File: src/rtl/id_stage.sv
// ---------------------------------------------------------------------------
// id_stage : decode stage of the 5-stage RV32I pipeline
//
// Decodes Instr_IFID, reads the 32x32 register file (written from WB),
// sign-extends the immediate and registers everything into ID/EX.
//
// Ports
//   clk, rst            clock, async active-high reset
//   Instr_IFID, PC_IFID instruction and its PC from IF/ID
//   FlushE              load a bubble (all zero) into ID/EX at next edge
//   RegWriteW/RdW/ResultW  WB register-file write port
//   Rs1D, Rs2D          combinational source indices for the hazard unit
//   *_IDEX              ID/EX pipeline register outputs
//
// Optional feature: define ID_STAGE_WB_BYPASS_EN to forward a same-cycle
// WB write into RD1/RD2 (write-through). Undefined: reads see the
// pre-write contents and the hazard unit must stall across WB->ID.
// ---------------------------------------------------------------------------
module id_stage #(
   parameter int XLEN       = 32,
   parameter int REG_ADDR_W = 5
) (
   input  logic                  clk,
   input  logic                  rst,
   input  logic [XLEN-1:0]       Instr_IFID,
   input  logic [XLEN-1:0]       PC_IFID,
   input  logic                  FlushE,
   input  logic                  RegWriteW,
   input  logic [REG_ADDR_W-1:0] RdW,
   input  logic [XLEN-1:0]       ResultW,
   output logic [REG_ADDR_W-1:0] Rs1D,
   output logic [REG_ADDR_W-1:0] Rs2D,
   output logic                  RegWrite_IDEX,
   output logic                  MemWrite_IDEX,
   output logic                  Jump_IDEX,
   output logic                  Branch_IDEX,
   output logic                  ALUSrc_IDEX,
   output logic [1:0]            ResultSrc_IDEX,
   output logic [2:0]            ALUControl_IDEX,
   output logic [XLEN-1:0]       RD1_IDEX,
   output logic [XLEN-1:0]       RD2_IDEX,
   output logic [XLEN-1:0]       ImmExt_IDEX,
   output logic [XLEN-1:0]       PC_IDEX,
   output logic [XLEN-1:0]       PCPlus4_IDEX,
   output logic [REG_ADDR_W-1:0] Rs1_IDEX,
   output logic [REG_ADDR_W-1:0] Rs2_IDEX,
   output logic [REG_ADDR_W-1:0] Rd_IDEX
);

   localparam logic [6:0] OP_R   = 7'b0110011;
   localparam logic [6:0] OP_I   = 7'b0010011;
   localparam logic [6:0] OP_LW  = 7'b0000011;
   localparam logic [6:0] OP_SW  = 7'b0100011;
   localparam logic [6:0] OP_BEQ = 7'b1100011;
   localparam logic [6:0] OP_JAL = 7'b1101111;

   typedef struct packed {
      logic                  reg_write;
      logic                  mem_write;
      logic                  jump;
      logic                  branch;
      logic                  alu_src;
      logic [1:0]            result_src;
      logic [2:0]            alu_ctrl;
      logic [XLEN-1:0]       rd1;
      logic [XLEN-1:0]       rd2;
      logic [XLEN-1:0]       imm;
      logic [XLEN-1:0]       pc;
      logic [XLEN-1:0]       pc4;
      logic [REG_ADDR_W-1:0] rs1;
      logic [REG_ADDR_W-1:0] rs2;
      logic [REG_ADDR_W-1:0] rd;
   } idex_t;

   // funct3 -> ALU op; sub only honoured for R-type add/sub
   function automatic logic [2:0] alu_sel(input logic [2:0] f3, input logic sub);
      case (f3)
         3'b000:  alu_sel = sub ? 3'b001 : 3'b000;
         3'b111:  alu_sel = 3'b010;
         3'b110:  alu_sel = 3'b011;
         3'b010:  alu_sel = 3'b101;
         default: alu_sel = 3'b000;
      endcase
   endfunction

   logic [XLEN-1:0] rf_q [32];
   logic [XLEN-1:0] rd1, rd2;
   logic [6:0]      opcode;
   idex_t           dec, idex_d, idex_q;

   assign opcode = Instr_IFID[6:0];
   assign Rs1D   = Instr_IFID[19:15];
   assign Rs2D   = Instr_IFID[24:20];

   // Register file; x0 is never written so it stays at its reset value 0.
   always_ff @(posedge clk or posedge rst) begin
      if (rst) begin
         for (int i = 0; i < 32; i++) rf_q[i] <= '0;
      end else if (RegWriteW && RdW != '0) begin
         rf_q[RdW] <= ResultW;
      end
   end

   always_comb begin
      rd1 = (Rs1D == '0) ? '0 : rf_q[Rs1D];
      rd2 = (Rs2D == '0) ? '0 : rf_q[Rs2D];
`ifdef ID_STAGE_WB_BYPASS_EN
      if (RegWriteW && RdW != '0 && RdW == Rs1D) rd1 = ResultW;
      if (RegWriteW && RdW != '0 && RdW == Rs2D) rd2 = ResultW;
`endif
   end

   always_comb begin
      dec     = '0;
      dec.rd1 = rd1;
      dec.rd2 = rd2;
      dec.pc  = PC_IFID;
      dec.pc4 = PC_IFID + 32'd4;
      dec.rs1 = Rs1D;
      dec.rs2 = Rs2D;
      dec.rd  = Instr_IFID[11:7];
      case (opcode)
         OP_R: begin
            dec.reg_write = 1'b1;
            dec.alu_ctrl  = alu_sel(Instr_IFID[14:12], Instr_IFID[30]);
         end
         OP_I: begin
            dec.reg_write = 1'b1;
            dec.alu_src   = 1'b1;
            dec.alu_ctrl  = alu_sel(Instr_IFID[14:12], 1'b0);
            dec.imm       = {{20{Instr_IFID[31]}}, Instr_IFID[31:20]};
         end
         OP_LW: begin
            dec.reg_write  = 1'b1;
            dec.alu_src    = 1'b1;
            dec.result_src = 2'b01;
            dec.imm        = {{20{Instr_IFID[31]}}, Instr_IFID[31:20]};
         end
         OP_SW: begin
            dec.mem_write = 1'b1;
            dec.alu_src   = 1'b1;
            dec.imm       = {{20{Instr_IFID[31]}}, Instr_IFID[31:25], Instr_IFID[11:7]};
         end
         OP_BEQ: begin
            dec.branch   = 1'b1;
            dec.alu_ctrl = 3'b001;
            dec.imm      = {{19{Instr_IFID[31]}}, Instr_IFID[31], Instr_IFID[7],
                            Instr_IFID[30:25], Instr_IFID[11:8], 1'b0};
         end
         OP_JAL: begin
            dec.reg_write  = 1'b1;
            dec.jump       = 1'b1;
            dec.result_src = 2'b10;
            dec.imm        = {{11{Instr_IFID[31]}}, Instr_IFID[31], Instr_IFID[19:12],
                              Instr_IFID[20], Instr_IFID[30:21], 1'b0};
         end
         default: ; // unlisted opcode: control stays 0 (bubble)
      endcase
   end

   // Flush wins over the new decode; the whole register clears.
   assign idex_d = FlushE ? '0 : dec;

   always_ff @(posedge clk or posedge rst) begin
      if (rst) idex_q <= '0;
      else     idex_q <= idex_d;
   end

   assign RegWrite_IDEX   = idex_q.reg_write;
   assign MemWrite_IDEX   = idex_q.mem_write;
   assign Jump_IDEX       = idex_q.jump;
   assign Branch_IDEX     = idex_q.branch;
   assign ALUSrc_IDEX     = idex_q.alu_src;
   assign ResultSrc_IDEX  = idex_q.result_src;
   assign ALUControl_IDEX = idex_q.alu_ctrl;
   assign RD1_IDEX        = idex_q.rd1;
   assign RD2_IDEX        = idex_q.rd2;
   assign ImmExt_IDEX     = idex_q.imm;
   assign PC_IDEX         = idex_q.pc;
   assign PCPlus4_IDEX    = idex_q.pc4;
   assign Rs1_IDEX        = idex_q.rs1;
   assign Rs2_IDEX        = idex_q.rs2;
   assign Rd_IDEX         = idex_q.rd;

endmodule

File: config.mk
export PLATFORM = sky130hd
export DESIGN_NAME = id_stage
export DESIGN_NICKNAME = d
export VERILOG_FILES = /design/src/rtl/id_stage.sv
export SDC_FILE = /design/constraint.sdc
export NUM_CORES = 2
export LEC_CHECK = 0
export BUFFER_PORTS_ARGS = -buffer_cell sky130_fd_sc_hd__buf_2
export CORE_MARGIN = 4
export CORE_UTILIZATION = 55
export DETAILED_ROUTE_END_ITERATION = 10
export PLACE_DENSITY = 0.72
export SYNTH_ARGS = -nofsm -noshare
export SYNTH_HDL_FRONTEND = slang
export SYNTH_SLANG_ARGS = --single-unit
File: constraint.sdc
create_clock -name clk -period 54.9 [get_ports clk]
set_input_delay 10.98 -clock clk [delete_from_list [all_inputs] [get_ports clk]]
set_output_delay 10.98 -clock clk [all_outputs]
set_load 0.01 [all_outputs]
==> results.json <==
{
  "syn_avg_cell_area_sq_um": 15.0,
  "post_cts_buffers": 0,
  "cp.required_ns": 43.92,
  "synth_cell_types": 52,
  "vias_per_cell": 6.74,
  "cts.repair.resized": 0,
  "timing.fmax_mhz": 43.8,
  "power_frac_clock_pct": 35.4,
  "worst_pin_slew_ns": 1.19,
  "relSlewSlack_pct": 20.5,
  "cts_buffer_depth": 3,
  "globalplace.congestion": 0.906,
  "syn-instance-count": 4010,
  "switching_power_mw": 0.636,
  "num_io_pins": 300,
  "num_rows": 121,
  "p_per_area_mw_per_mm2": 36.8,
  "via_count": 37638,
  "tns_ns": 0,
  "crit_arrival_ns": 11.86,
  "critical_path.max_fanout": 77,
  "cts_tree": "done",
  "cts_sinks": 1195,
  "ys_seq_elements": 1195,
  "yosysSeqAreaShare_pct": 49.7,
  "grt.total_usage_pct": 29.5,
  "critical_path.endpoint_type": "output pin",
  "p_seq_share_pct": 46.6,
  "drt-total-wl_microns": 170000,
  "first_pass_iters": 5,
  "worst_hold_path_type": "reg2reg",
  "cts_max_level": 3,
  "crit_type": "in2out",
  "grt_max_degree": 170,
  "drive_gt1_share_pct": 50.3,
  "fin_util_pct": 61.2,
  "grt_pass1_vias": 38478,
  "synth_area_sq_mm": 0.0602,
  "start_util_pct": 55.4,
  "num-nets-final": 4164,
  "holdWs_ns": 0.393,
  "vdd_drop_max_mv": 0.0264,
  "min_period_ns": 22.84,
  "slew_violations": 0,
  "synth-edff-count": 0,
  "syn_to_final_growth_pct": 10.5,
  "core_sq_mm": 0.109,
  "ctsHoldBuffers": 0,
  "worstSkewPairLatency_ns": 0.71,
  "antenna_found_initial": 9,
  "grt_pass1_wl_microns": 255000,
  "grt-ovfl-total": 0,
  "filler_cell_count": 8097,
  "max_cap_viol_count": 0,
  "timing.final.crit_share_pct": 41.6,
  "root_buffer": "clkbuf_16",
  "wl_per_cell_microns": 30.4,
  "cts.clk_slew.worst_paths_ns": 0.06,
  "dominantRegCellSynth": "dfrtp_1",
  "status": "finished clean",
  "path_cells": "buf_8, buf_2",
  "internal_power_mw": 1.81,
  "swShare_pct": 26.0,
  "p_leak_nw": 29.8,
  "postRouteAntennaNets": 0,
  "die-area_sq_mm": 0.115,
  "first_iter_violations": 3599,
  "hold_violations": 0,
  "synth_nets": 4116,
  "crit_family": "buffers and inverters",
  "rsz0062_at_grt": "false",
  "area.sequential_sq_mm": 0.0299,
  "numCtsBuffers": 119,
  "setup-violations-final": 0,
  "critPathLaunchType": "input port",
  "port_buffers": 299,
  "multi_input_area_sq_mm": 0.0283,
  "die_w_microns": 339,
  "synthArstFlopShare_pct": 100,
  "die_y_microns": 339,
  "slowest_delay_ns": 0.60,
  "dp_hpwl_microns": 96500,
  "p_comb_share_pct": 18.0,
  "yosys_warnings": 0,
  "skew_ns": 0.0242,
  "drc": 0,
  "cp_num_buf_inv": 2,
  "slowest_stage": "buf_8"
}
power groups by stage:
stage / Combinational (mW) / Clock [mW] / Sequential (mW)
2_1_floorplan: 0.351 / 0 / 1.12
3_5_place_dp: 0.441 / 0 / 1.15
4_1_cts: 0.442 / 0.877 / 1.14
3_3_place_gp: 0.430 / 0 / 1.14
6_report: 0.441 / 0.866 / 1.14
5_1_grt: 0.475 / 0.915 / 1.16
cell usage after synthesis (all sizes together), types with 25 or more instances:
library cell	n	area share, %
a22oi	64	0.80
o221ai	32	0.47
nand3	46	0.38
o22a	32	0.47
mux2	1002	19
a31oi	33	0.34
nand2	78	0.49
nor2	61	0.38
nor2b	47	0.49
o21ai	26	0.22
mux4	448	17
buf	253	2.3
mux2i	288	4.8
a21oi	25	0.21
dfrtp	1195	50
clkbuf	199	1.2
a221oi	32	0.53
through the flow:
step           worst slack [ns]  instance area (sq um)  cells  power [mW]
2_1_floorplan             10.26                  60200   4010        1.48
6_report                  32.06                  66500   5581        2.45
3_3_place_gp              31.97                  62300   5351        1.57
4_1_cts                   31.97                  66500   5578        2.46
3_5_place_dp              31.96                  62300   5351        1.59
5_1_grt                   31.90                  66500   5579        2.55
cell usage in the layout, fill, tap and decap left out, types with 16 or more instances in the layout:
cell and count:
a21oi_1 25, a221oi_1 26, a22o_1 16, a22oi_1 64, a31oi_1 33, and3_1 21, buf_2 293, buf_4 74
clkbuf_1 20, clkbuf_16 123, clkbuf_8 32, clkinv_2 28, dfrtp_1 1195, mux2_2 1002, mux2i_1 288, mux4_2 448
nand2_1 61, nand2_2 17, nand2b_1 18, nand3_1 46, nor2_1 43, nor2_4 17, nor2b_1 42, o21ai_1 16
o221ai_1 32, o22a_1 32
area by class of cell:
cell class | count | area share [%]
Sequential cell | 1195 | 45.0
Clock inverter | 52 | 0.931
Antenna cell | 3 | 0.0113
Tap cell | 1414 | 2.66
Timing Repair Buffer | 379 | 3.36
Clock buffer | 175 | 5.40
Inverter | 15 | 0.0959
Multi-Input combinational cell | 2348 | 42.6
kinds of logic (layout without fill, tap and decap cells):
kind of cell,count (synthesis),in the layout,share of synthesized area (%)
xor+xnor,9,9,0.131
compound gates,270,270,3.39
fa+ha+maj,1,1,0.0208
flops,1195,1195,49.7
simple gates,330,330,2.81
other cells,0,3,0
buf+inv,467,621,3.67
mux,1738,1738,40.3
metal layers:
metal	track usage [%]	part of all wire, %
met5	0	0.010
met4	9.98	3.5
met3	5.73	7.8
met2	46.5	47
met1	41.6	42
path summary, 6_finish.rpt:
check | startpoint | to | slack, ns | cells after the start
min in group asynchronous | rst | PC_IDEX[6] | 10.44 | 2
hold / removal | rf_q[1002] | rf_q[1002] | 0.39 | 0
max in group asynchronous | rst | rf_q[625] | 40.31 | 6
hold reg to reg | rf_q[1002] | rf_q[1002] | 0.39 | 0
setup / recovery | Instr_IFID[15] | Rs1D[0] | 32.06 | 2
setup reg to reg | rf_q[906] | RD2_IDEX[10] | 52.89 | 4
registers in the layout, indices dropped and copies added, names as in the netlist:
signal	count
ALUControl_IDEX	3
ImmExt_IDEX	21
RD1_IDEX	32
Rs2_IDEX	5
ResultSrc_IDEX	1
Jump_IDEX	1
rf_q	1024
PC_IDEX	30
Rd_IDEX	5
MemWrite_IDEX	1
Branch_IDEX	1
PCPlus4_IDEX	32
RD2_IDEX	32
ALUSrc_IDEX	1
RegWrite_IDEX	1
Rs1_IDEX	5
No activity file was read; power rests on OpenSTA's default activity.
